### src/rtl/sweeper_pkg.sv
// Shared types and helpers for the truth-table sweeper.
package sweeper_pkg;

  typedef enum logic [1:0] {
    IDLE  = 2'd0,
    DRIVE = 2'd1,
    DONE  = 2'd2
  } state_t;

  // Never returns less than 1 so a one-cycle hold still gets a counter bit.
  function automatic int clog2(input int n);
    int r;
    r = 1;
    while ((64'd1 << r) < 64'(n)) r = r + 1;
    return r;
  endfunction

endpackage

### src/rtl/step_timer.sv
// Hold counter: pulses last on the final cycle of each STEP_CYCLES window.
module step_timer
  import sweeper_pkg::*;
#(
  parameter int STEP_CYCLES = 10
) (
  input  logic clk,
  input  logic rst,
  input  logic clear,
  input  logic en,
  output logic last
);

  localparam int W = clog2(STEP_CYCLES);
  localparam logic [W-1:0] LAST_CNT = W'(STEP_CYCLES - 1);

  logic [W-1:0] cnt;

  assign last = en && (cnt == LAST_CNT);

  always_ff @(posedge clk) begin
    if (rst || clear) begin
      cnt <= '0;
    end else if (en) begin
      if (cnt == LAST_CNT) cnt <= '0;
      else                 cnt <= cnt + 1'b1;
    end
  end

endmodule

### src/rtl/truth_table_sweeper.sv
// Sweeps all input vectors and scores a circuit against a truth table.
// Optional SWEEP_FIRST_FAIL_EN adds first-mismatch capture outputs.
module truth_table_sweeper
  import sweeper_pkg::*;
#(
  parameter int N_IN        = 3,
  parameter int STEP_CYCLES = 10
) (
  input  logic                clk,
  input  logic                rst,
  input  logic                start,
  input  logic                abort,
  input  logic [2**N_IN-1:0]  lut,
  input  logic                dut_f,
  output logic [N_IN-1:0]     vec,
  output logic                expected,
  output logic                busy,
  output logic                done,
  output logic                pass,
`ifdef SWEEP_FIRST_FAIL_EN
  output logic [N_IN-1:0]     first_fail_vec,
  output logic                first_fail_valid,
`endif
  output logic [N_IN:0]       err_cnt
);

  state_t             state;
  logic [2**N_IN-1:0] lut_q;
  logic               last;
  logic               miss;
  logic               launch;

  assign expected = lut_q[vec];
  assign miss     = dut_f != expected;
  assign pass     = done && (err_cnt == '0);
  assign launch   = start && (state != DRIVE);

  step_timer #(
    .STEP_CYCLES(STEP_CYCLES)
  ) u_timer (
    .clk  (clk),
    .rst  (rst),
    .clear(abort || launch),
    .en   (busy),
    .last (last)
  );

  always_ff @(posedge clk) begin
    if (rst) begin
      state   <= IDLE;
      vec     <= '0;
      err_cnt <= '0;
      lut_q   <= '0;
      busy    <= 1'b0;
      done    <= 1'b0;
`ifdef SWEEP_FIRST_FAIL_EN
      first_fail_vec   <= '0;
      first_fail_valid <= 1'b0;
`endif
    end else if (abort) begin
      state   <= IDLE;
      vec     <= '0;
      err_cnt <= '0;
      busy    <= 1'b0;
      done    <= 1'b0;
`ifdef SWEEP_FIRST_FAIL_EN
      first_fail_vec   <= '0;
      first_fail_valid <= 1'b0;
`endif
    end else begin
      unique case (state)
        IDLE, DONE: begin
          if (start) begin
            state   <= DRIVE;
            lut_q   <= lut;
            vec     <= '0;
            err_cnt <= '0;
            busy    <= 1'b1;
            done    <= 1'b0;
`ifdef SWEEP_FIRST_FAIL_EN
            first_fail_vec   <= '0;
            first_fail_valid <= 1'b0;
`endif
          end
        end
        DRIVE: begin
          if (last) begin
            if (miss) begin
              err_cnt <= err_cnt + 1'b1;
`ifdef SWEEP_FIRST_FAIL_EN
              if (!first_fail_valid) begin
                first_fail_vec   <= vec;
                first_fail_valid <= 1'b1;
              end
`endif
            end
            // Final vector stays on the pins after the sweep ends.
            if (vec == '1) begin
              state <= DONE;
              busy  <= 1'b0;
              done  <= 1'b1;
            end else begin
              vec <= vec + 1'b1;
            end
          end
        end
        default: begin
          state <= IDLE;
          busy  <= 1'b0;
          done  <= 1'b0;
        end
      endcase
    end
  end

endmodule

### config.mk
export PLATFORM = sky130hd
export DESIGN_NAME = truth_table_sweeper
export DESIGN_NICKNAME = d
export VERILOG_FILES = /design/src/rtl/sweeper_pkg.sv /design/src/rtl/step_timer.sv /design/src/rtl/truth_table_sweeper.sv
export SDC_FILE = /design/constraint.sdc
export NUM_CORES = 1
export LEC_CHECK = 0
export BUFFER_PORTS_ARGS = -buffer_cell sky130_fd_sc_hd__buf_2
export CAP_MARGIN = 15
export CORE_MARGIN = 5
export CORE_UTILIZATION = 35
export CTS_BUF_LIST = sky130_fd_sc_hd__clkbuf_2
export DETAILED_ROUTE_END_ITERATION = 10
export PLACE_DENSITY = 0.6
export SYNTH_ARGS = -nofsm -noshare
export SYNTH_HDL_FRONTEND = slang
export SYNTH_SLANG_ARGS = --single-unit
export TNS_END_PERCENT = 50
### constraint.sdc
create_clock -name clk -period 3 [get_ports clk]
set_clock_uncertainty 0.1 [all_clocks]
set_input_delay 0.6 -clock clk [delete_from_list [all_inputs] [get_ports clk]]
set_output_delay 0.6 -clock clk [all_outputs]
set_load 0.005 [all_outputs]
# Word level (Yosys, flattened, before mapping)
# Index checks and enable logic that the tools add are counted.
dict set report op_classes {
  addsub 3
  n_lt_le_gt_ge 1
  n_eq_ne 11
  n_mux 23
  n_bitwise 1
  reduce_logical 14
}
# cell n
set ops {}
lappend ops {{4-bit 2-to-1 mux} 4}
lappend ops {{2-bit inequality test (second input constant)} 5}
lappend ops {{3-bit 2-to-1 mux} 3}
lappend ops {{4-bit by 1-bit adder with 4-bit output (second input constant)} 2}
lappend ops {{4-bit case mux with 2 select lines} 1}
lappend ops {{4-bit AND reduction} 2}
lappend ops {{1-bit 2-to-1 mux} 7}
lappend ops {{2-bit 2-to-1 mux} 3}
lappend ops {{3-bit case mux with 2 select lines} 1}
lappend ops {{3-bit AND reduction} 2}
lappend ops {{4-bit == test (second input constant)} 1}
lappend ops {{4-bit zero test} 1}
lappend ops {{3-bit by 4-bit less-than comparator with 1-bit output (second input constant)} 1}
lappend ops {{1-bit case mux with 2 select lines} 2}
lappend ops {{2-bit case mux with 2 select lines} 1}
lappend ops {{2-bit OR reduction} 2}
lappend ops {{3-bit by 1-bit adder with 3-bit output (second input constant)} 1}
lappend ops {{1-bit binary-select mux with 3-bit select} 1}
lappend ops {{3-bit == test (second input constant)} 1}
lappend ops {{1-bit logical AND} 3}
lappend ops {{2-bit by 1-bit == test with 1-bit output (second input constant)} 1}
lappend ops {{2-bit == test (second input constant)} 1}
lappend ops {{2-bit zero test} 1}
lappend ops {{1-bit logical OR} 2}
lappend ops {{4 further kinds} 4}
dict set report word_totals {
  ff_bits 23
  output_inout_bits 11
  word_cells 60
}

# Depth between registers and ports, before layout
dict set report depth {
  depth_word 6
  depth_mapped 7
  depth_no_buf 7
}

# Modules after synthesis
# Synthesis repeated with hierarchy kept, for this count alone.
dict set report hier_totals {
  cells_unflattened 141
  area_unflattened_um2 1154.9
}
# mod instances cells_per_inst area_each_um2 seq_area_each_um2
set by_module_without_submodules {}
lappend by_module_without_submodules {truth_table_sweeper 1 121 965.9 360.3}
lappend by_module_without_submodules {step_timer 1 20 188.9 80.1}

# Worst setup path after synthesis
# Ideal clock, no wire load.
dict set report synth_timing {
  kind {reg-to-reg}
  from {register vec[0]}
  to {register err_cnt[3]}
  t_arrival_ps 2052
  setup_slack_ps 781
  path_stages_with_launch 6
  path_buffers 0
  synth_period_minus_slack_ps 2219
  cell_sequence {dfxtp_1 > mux4_1 > mux2_4 > xnor2_2 > or4_4 > a21oi_2}
}
dict set report synth_between {
  elab_chain_len 5
}
# item line_no
set synth_rtl {}
lappend synth_rtl {{from (decl)} truth_table_sweeper.sv:15} ;# output logic [N_IN-1:0] vec,
lappend synth_rtl {{from (signal assigned)} truth_table_sweeper.sv:103} ;# vec <= vec + 1'b1;
lappend synth_rtl {{1-bit binary-select mux with 3-bit select} truth_table_sweeper.sv:33} ;# assign expected = lut_q[vec];
lappend synth_rtl {{1-bit 2-to-1 mux (not written as such)} truth_table_sweeper.sv:33}
lappend synth_rtl {{net expected} truth_table_sweeper.sv:16} ;# output logic expected,
lappend synth_rtl {{1-bit inequality test} truth_table_sweeper.sv:34} ;# assign miss = dut_f != expected;
lappend synth_rtl {{2-bit inequality test (no line)} -}
lappend synth_rtl {{4-bit AND reduction (no line)} -}
lappend synth_rtl {{to (signal assigned)} truth_table_sweeper.sv:89} ;# err_cnt <= err_cnt + 1'b1;
lappend synth_rtl {{to (decl)} truth_table_sweeper.sv:24} ;# output logic [N_IN:0] err_cnt
# The timed path passes the listed nets, and every way through them passes these cells. The select of a mux whose other input is x is not followed.
# A chain may end at the register's enable or synchronous reset.

# Worst setup path in the final report
dict set report layout_timing {
  from {register vec[0]}
  to {output expected}
}
dict set report layout_between {
  elab_chain_len 2
}
# item line_no
set layout_rtl {}
lappend layout_rtl {{1-bit binary-select mux with 3-bit select} truth_table_sweeper.sv:33}
lappend layout_rtl {{1-bit 2-to-1 mux (not written as such)} truth_table_sweeper.sv:33}
lappend layout_rtl {{to (decl)} truth_table_sweeper.sv:16}
# No other way between the ends. The select of a mux whose other input is x is not followed.

==> flow_summary.yaml <==
outcome:
  status: "complete, no violations"
logic_synthesis:
  ys_types: 35
  synthArstFlopShare: 0
  synth_seq_cells: 22
  synth_nets: 144
  synth-edff-count: 0
  synth_ff_type: "dfxtp_1"
  synth_top_area_frac: 0.3995
  seq_area_frac_synth: 0.3995
  synthCells: 127
  avgSynthCellArea_um2: 8.680
  synth_area_um2: 1102
  yosysWarnings: 0
  synth.area.top_cells: "dfxtp_1 40%, a21oi_1 5.9%, nand2_1 5.8%"
  synth_top_cell_by_area: "dfxtp_1"
sta:
  drv_slew: 0
  setup_tns_ps: 0
  min_period_ps: 2560
  rsz0062_at_grt: "no"
  max_freq_mhz: 390.7
  fin_crit_sh: 0.8533
  max-slew-margin-rel: 0.6618
  setup_violations: 0
  tightest_slew_ps: 502.7
  hold_viol: 0
clock_network:
  cts_setup_buffers: 0
  post_cts_resize_count: 0
  cts_inserted_buffers: 3
  htree_levels: 1
  cts_max_path_buffers: 2
  clock-sinks: 22
  cts_root_buf: "clkbuf_2"
  clock_latency_ps: 320
  cts_tree: "built"
  path_clk_slew_ps: 210
  cts_hold_buf: 0
floorplanning:
  core_region_area_um2: 3028
  rows: 20
  die_area_um2: 4372
  die_x_um: 66.12
  io_pins: 24
  initial_core_util: 0.3640
  die_h_um: 66.12
worst_setup_path:
  cp_max_fo: 5
  cp.arrival_ps: 1860
  critical_path.top_delay_family: "multiplexers"
  path_buf_inv: 1
  endpoint_kind: "output pin"
  crit_required_ps: 2300
  critical_path.cell_chain: "mux4_1 > mux2_4 > buf_2"
  path_class: "reg -> out"
  worst_setup_path_start_kind: "register"
  critical-path-max-stage-delay_ps: 590
  worst_path_max_delay_cell: "mux4_1"
drt:
  wl_um: 2418
  vias_per_cell: 5.052
  detail_route.first_pass.iterations: 4
  vias: 980
  drcViolationCount: 0
  post_drt_wl_per_cell_um: 12.46
  first_iter_violations: 58
  drt.antenna.violating_nets: 0
cells_and_area:
  syn_to_final_growth_pct: 15.78
  final_util: 0.4215
  num-nets-final: 168
  finalNonFillerCells: 194
  drive_above_1_share: 0.2200
  antenna_cells: 0
  final_cell_mix: "23 x buf_2, 22 x dfxtp_1, 17 x nand2_1, 13 x a21oi_1, 12 x o21ai_0"
  final_common_cell: "buf_2"
grt:
  first_global_vias: 1023
  overflow: 0
  grt_max_degree: 14
  grt_pass1_wl_um: 4367
  grt_usage: 0.1273
  antenna_found_initial: 0
worst_hold_path:
  min_path_type: "in -> reg"
pwr:
  power_mw: 0.4686
  vdd_ir_drop_max_mv: 0.2083
  power_leakage_nw: 0.4899
  cellPowerDensity_nw_per_um2: 367.2
placement:
  dpl.hpwl_um: 1850
  placed_cells: 190
  io_buffers: 23
  gp_routability_congestion: 0.8134
flow_run:
  maxCapViolCount: 0
-- sequential cells by signal, indices dropped and copies added (netlist names) --
register / count
u_timer.cnt: 4
busy: 1
err_cnt: 4
state: 1
done: 1
lut_q: 8
vec: 3
-- per-layer routing --
layer / wire (µm) / GRT usage / vias up / part of all wire
met5: 0 / 0 / - / 0
met4: 18 / 0.05330 / 0 / 0.0074
met3: 143 / 0.02211 / 2 / 0.059
met2: 1070 / 0.2069 / 24 / 0.44
met1: 1186 / 0.1646 / 453 / 0.49
li1: - / - / 501 / -
-- path summary, 6_finish.rpt --
kind / start / endpoint / slack (ps) / depth (start not counted)
hold / removal: lut[7] / lut_q[7] / 380 / 3
hold reg to reg: lut_q[1] / lut_q[1] / 390 / 2
setup / recovery: vec[0] / expected / 440 / 3
setup reg to reg: vec[0] / err_cnt[3] / 680 / 5
-- tightest hold or removal path, delay by kind of cell --
kind                   cells  cell delay, ps
AO/OA/AOI/OAI              1              50
buffers and inverters      1              90
AND/OR/NAND/NOR            1              40
-- cells in the mapped netlist, drive strengths merged, types with 2 or more instances --
master   n
a22oi    2
or4      3
nand2b   4
nor2b    3
o211ai   2
nor3     3
nor3b    2
inv      3
o21ai   12
nor2    11
mux2i    2
ha       4
nand2   17
xnor2    2
clkbuf   4
nand3    2
dfxtp   22
a21oi   14
mux4     2
-- report_power, final --
part           internal (mW)  leakage, nW  total [mW]  switching (mW)
combinational         0.0193        0.297      0.0466          0.0273
sequential             0.299        0.178       0.303         0.00399
clock                 0.0290       0.0140       0.119          0.0896
total                  0.348        0.490       0.469           0.121
-- metrics by stage --
step / instance area, µm² / hold WS (ps) / setup slack, ps
floorplan: 1102 / 348.5 / 780.9
global placement: 1257 / 365.4 / 766.7
detailed placement: 1257 / 367.7 / 703.1
CTS: 1276 / 360.0 / 404.9
global route: 1276 / 349.6 / 330.4
finish: 1276 / 375.7 / 440.2
-- cells by family (layout without fill, tap and decap cells) --
group	after synthesis	count (layout)	synth area share
buf+inv	8	31	0.02723
mux	5	5	0.07945
simple gates	49	49	0.2236
xor+xnor	3	3	0.03065
flops	22	22	0.3995
compound gates	36	36	0.1941
fa+ha+maj	4	4	0.04540
-- final cells by class --
cell class / count / area, µm²
flip-flops and latches: 22 / 440.4
multi-input cells: 97 / 631.9
inverters: 4 / 15.01
repair buffers: 23 / 115.1
clock inverters: 1 / 3.754
well taps: 44 / 55.05
fillers: 308 / 1752
clock buffers: 3 / 15.01
Note: power is estimated with default switching activity, not from simulation.
